===== config.mk =====
export PLATFORM = sky130hd
export DESIGN_NAME = button_debouncer
export DESIGN_NICKNAME = d
export VERILOG_FILES = /design/src/rtl/button_debouncer_pkg.sv /design/src/rtl/debounce_channel.sv /design/src/rtl/button_debouncer.sv
export SDC_FILE = /design/constraint.sdc
export NUM_CORES = 1
export LEC_CHECK = 0
export CORE_MARGIN = 2
export CORE_UTILIZATION = 45
export CTS_CLUSTER_SIZE = 30
export DETAILED_ROUTE_END_ITERATION = 8
export DONT_BUFFER_PORTS = 1
export GPL_TIMING_DRIVEN = 0
export PLACE_DENSITY = 0.59
export SKIP_LAST_GASP = 1
export SYNTH_ARGS = -nofsm -noshare
export SYNTH_HDL_FRONTEND = slang
export SYNTH_SLANG_ARGS = --single-unit

===== constraint.sdc =====
create_clock -name i_clk -period 4.65 [get_ports i_clk]
set_input_delay 0.6975 -clock i_clk [delete_from_list [all_inputs] [get_ports i_clk]]
set_output_delay 0.6975 -clock i_clk [all_outputs]
set_load 0.005 [all_outputs]

===== src/rtl/button_debouncer_pkg.sv =====
// button_debouncer_pkg: shared constants and sizing helpers for the debouncer
package button_debouncer_pkg;
  localparam int MIN_SYNC_STAGES = 2;
  localparam int MAX_SYNC_STAGES = 4;
  function automatic int cnt_width(input int n);
    return ($clog2(n) < 1) ? 1 : $clog2(n);
  endfunction
endpackage


===== src/rtl/debounce_channel.sv =====
// debounce_channel: one-bit synchronizer, stability counter and debounced output
module debounce_channel
  import button_debouncer_pkg::*;
#(
  parameter int          p_SYNC_STAGES  = 2,
  parameter int          p_STABLE_CYCLES = 50000,
  parameter logic [0:0]  p_IDLE_LEVEL   = 1'b0
) (
  input  logic clk,
  input  logic rst,
  input  logic raw,
  output logic level,
  output logic changed,
  output logic busy
);
  localparam int CW = cnt_width(p_STABLE_CYCLES);
  localparam logic [CW-1:0] LAST = CW'(p_STABLE_CYCLES - 1);
  logic [p_SYNC_STAGES-1:0] sync = {p_SYNC_STAGES{p_IDLE_LEVEL}};
  logic [CW-1:0] cnt = '0;
  logic lvl = p_IDLE_LEVEL;
  logic chg = 1'b0;
  logic synced;
  assign synced = sync[p_SYNC_STAGES-1];
  assign level = lvl;
  assign changed = chg;
  assign busy = |cnt;
  // shift the raw input through the synchronizer and accept a level only after it has held for the full count
  always_ff @(posedge clk) begin
    if (rst) begin
      sync <= {p_SYNC_STAGES{p_IDLE_LEVEL}};
      cnt <= '0;
      lvl <= p_IDLE_LEVEL;
      chg <= 1'b0;
    end else begin
      sync <= {sync[p_SYNC_STAGES-2:0], raw};
      chg <= 1'b0;
      if (synced == lvl) cnt <= '0;
      else if (cnt == LAST) begin
        lvl <= synced;
        cnt <= '0;
        chg <= 1'b1;
      end else cnt <= cnt + CW'(1);
    end
  end
endmodule


===== src/rtl/button_debouncer.sv =====
// button_debouncer: array of independent debounce channels for raw button/switch inputs
module button_debouncer
  import button_debouncer_pkg::*;
#(
  parameter int          p_WIDTH         = 1,
  parameter int          p_SYNC_STAGES   = 2,
  parameter int          p_STABLE_CYCLES = 50000,
  parameter logic [0:0]  p_IDLE_LEVEL    = 1'b0
) (
  input  logic               i_clk,
  input  logic               i_rst,
  input  logic [p_WIDTH-1:0] iv_input,
  output logic [p_WIDTH-1:0] ov_output,
  output logic [p_WIDTH-1:0] ov_changed,
  output logic [p_WIDTH-1:0] ov_busy
);
  for (genvar i = 0; i < p_WIDTH; i++) begin : g_ch
    debounce_channel #(
      .p_SYNC_STAGES(p_SYNC_STAGES),
      .p_STABLE_CYCLES(p_STABLE_CYCLES),
      .p_IDLE_LEVEL(p_IDLE_LEVEL)
    ) u_ch (
      .clk(i_clk),
      .rst(i_rst),
      .raw(iv_input[i]),
      .level(ov_output[i]),
      .changed(ov_changed[i]),
      .busy(ov_busy[i])
    );
  end
endmodule


==> summary.md <==
| Metric | Value |
|---|---|
| Final hold violations | `0` |
| Clock Skews | `3.68 ps` |
| Core area | `0.00196 sq mm` |
| CTS H-tree lvls | `1` |
| Slowest stage delay, CP | `about 370 ps` |
| Register area share after synthesis | `42.6%` |
| Max Freq | `0.495 GHz` |
| DRT Wirelength | `1650 microns` |
| Avg WL per Cell | `around 12 microns` |
| Req. time, crit path | `3950 ps` |
| Most frequent cells in the layout | `nor2_1, dfxtp_1, xnor2_1, inv_1, nor4_1` |
| Sw frac | `17.8%` |
| CTS Sinks | `20` |
| Yosys reg bits | `20` |
| CTS resizes | `0` |
| Max Cap Viol | `0` |
| Postcts setup bufs | `0` |
| Post-Syn Nets | `110` |
| Syn avg cell area | `8.96 sq um` |
| Share of layout cells above drive strength 1 | `between 10% and 20%` |
| Multi-input gate area | `roughly 480 sq um` |
| Die Span Y | `slightly below 50 microns` |
| Post-Synthesis Cells | `105` |
| Setup WS pre-CTS | `2980 ps` |
| Final worst path period share | `43.5%` |
| Clock Pin Slew Worst Setup and Hold Paths | `110 ps` |
| Register-to-Register Setup Slack | `2960 ps` |
| FF+latch area | `400 sq um` |
| Cell Count, Final, Fillers Out | `between 100 and 150` |
| Worst Setup Start Kind | `flop` |
| Drt first pass iters | `6` |
| Commonest non-fill, non-tap cell in the layout | `nor2_1` |
| Hold_ws | `442 ps` |
| Total Die Area | `0.00247 sq mm` |
| Internal | `0.262 mW` |
| CP endpoint kind | `primary output` |
| Diodes inserted | `0` |
| Hold buffer count at CTS | `0` |
| Synthesis warning total | `0` |
| Root Buffer | `clkbuf_4` |
| Number of port buffers | `0` |
| Vias per cell | `about 5.1` |
| Seq pwr share | `54.3%` |
| Post-Place Cells | `roughly 130` |
| TritonCTS buffer count | `3` |
| DRT antenna net count | `0` |
| Area grow syn2layout | `9.18%` |
| Min cycle time layout | `just over 2000 ps` |
| Fillers | `roughly 210` |
| CP arrival | `1320 ps` |
| Final worst slack | `~2600 ps` |
| DR iter-0 viols | `11` |
| I/O Pins | `6` |
| Slowest CP cell | `dfxtp_1` |
| Power per standard cell area | `310 mW/mm^2` |
| Final Wtd Congestion | `0.849` |
| GR Overflow Total | `0` |
| Static leakage | `approximately 0.31 nW` |
| Crit-path cells | `inv_1 -> ha_1 -> nor4b_1 -> nand4_1` |
| Max Slew Vio Count | `0` |
| Final setup vio count | `0` |
| Initial antenna violation count | `0` |
| Die X | `49.7 microns` |
| Worst-Margin Slew | `361 ps` |
| Max FO, Critical Path | `5` |
| CTS tree | `done` |
| Via count | `between 600 and 700` |
| Clock share of power | `44.3%` |
| HP Class | `in2reg` |
| First-pass GRT wire length | `2960 microns` |
| Drt drc | `0` |
| Nets@finish | `115` |
| Post-DP HPWL | `1180 microns` |
| Final setup TNS | `0 ps` |
| Syn Std Cell Area | `about 940 sq um` |
| RSZ-0062 raised after global routing | `no` |
| GRT Util Overall | `between 10% and 20%` |
| Clk_lat worst skew | `300 ps` |
| Rel. slew slack | `around three quarters` |
| Vias in the first global route | `approximately 650` |
| Row count | `16` |
| Crit Path Category | `reg2out` |
| Initial core utilization | `a little under half` |
| Sw Pwr | `0.0568 mW` |
| Logic gate share of total power | `1.4%` |
| Outcome | `finished, final reports clean` |
| Yosys cell types | `25` |
| Peak supply drop | `0.220 mV` |
| Largest net degree at the start of global routing | `13` |
| Maximum buffer depth of the clock tree | `2` |
[layout make-up]
type                    count  share of cell area, %
multi-input cells          75                   46.7
inverters                   6                   2.19
clock buffers               3                   2.19
clock inverters             1                   2.92
plain buffers               4                   3.78
well taps                  27                   3.29
flip-flops and latches     20                   39.0
[sequential cells by signal (all words and copies together) (netlist names)]
| name | flops |
|---|---|
| g_ch.u_ch.level | 1 |
| g_ch.u_ch.sync | 2 |
| g_ch.u_ch.cnt | 16 |
| g_ch.u_ch.changed | 1 |
[power groups by stage]
| stage | registers [mW] | logic (mW) | clock network [mW] |
|---|---|---|---|
| after detailed placement | 0.177 | 0.00460 | 0 |
| final | 0.173 | 0.00457 | 0.141 |
| after CTS | 0.173 | 0.00473 | 0.144 |
| after floorplan | 0.177 | 0.00380 | 0 |
| after global placement | 0.177 | 0.00442 | 0 |
| after global routing | 0.173 | 0.00513 | 0.153 |
[routing by layer]
metal | wire length (microns) | up-vias | global-route usage, %
li1 | - | 360 | -
met1 | 828 | 324 | 20.7
met2 | 754 | 13 | 24.4
met3 | 63 | 2 | 6.67
met4 | 8 | 0 | 4.17
met5 | 0 | - | 0
[cell usage after synthesis]
cell type	count	area (sq um)
nor4_2	1	12.5
xor2_1	3	26.3
and4_1	1	8.76
nand4_1	5	31.3
and4_4	2	22.5
nand3_2	1	10.0
or2_1	1	6.26
buf_6	3	33.8
inv_1	6	22.5
nand2b_1	1	6.26
nor2b_1	3	18.8
nor2_2	1	6.26
nand3_1	5	25.0
nor3b_1	1	7.51
mux2i_1	1	10.0
mux2_2	1	11.3
nor4b_1	1	8.76
dfxtp_1	20	400
nor4_1	6	37.5
nor3_1	3	15.0
nor2_1	21	78.8
nand2_1	4	15.0
ha_1	2	25.0
xnor2_1	11	96.3
clkbuf_2	1	5.00
[through the flow]
stage	power [mW]	utilization, %	instance area [sq um]
after floorplan	0.180	-	941
after global placement	0.181	49.7	975
after detailed placement	0.181	49.7	975
after CTS	0.322	52.4	1030
after global routing	0.331	52.4	1030
final	0.319	52.4	1030
[path summary, 6_finish.rpt]
check	cells after the start	to	start
max reg2reg	7	g_ch[0].u_ch.cnt[8]	g_ch[0].u_ch.cnt[0]
min	1	g_ch[0].u_ch.sync[0]	i_rst
min reg2reg	1	g_ch[0].u_ch.sync[1]	g_ch[0].u_ch.sync[0]
max	4	ov_busy	g_ch[0].u_ch.cnt[0]
[worst max-delay path: cells and delay by family, from the launching register on]
family | cells | cell delay [ps]
adders and majority gates | 1 | 130
buffers and inverters | 1 | 70
DFF | 1 | 370
and+or+nand+nor | 2 | 450
[cell families (layout without fill, tap and decap cells)]
group	Yosys count	in the layout	synth area share (%)
xor+xnor	14	14	13.0
flops	20	20	42.6
mux	2	2	2.26
buf+inv	10	14	6.52
simple gates	57	57	33.0
fa+ha+maj	2	2	2.66
Power figures use the tool's default switching activity.
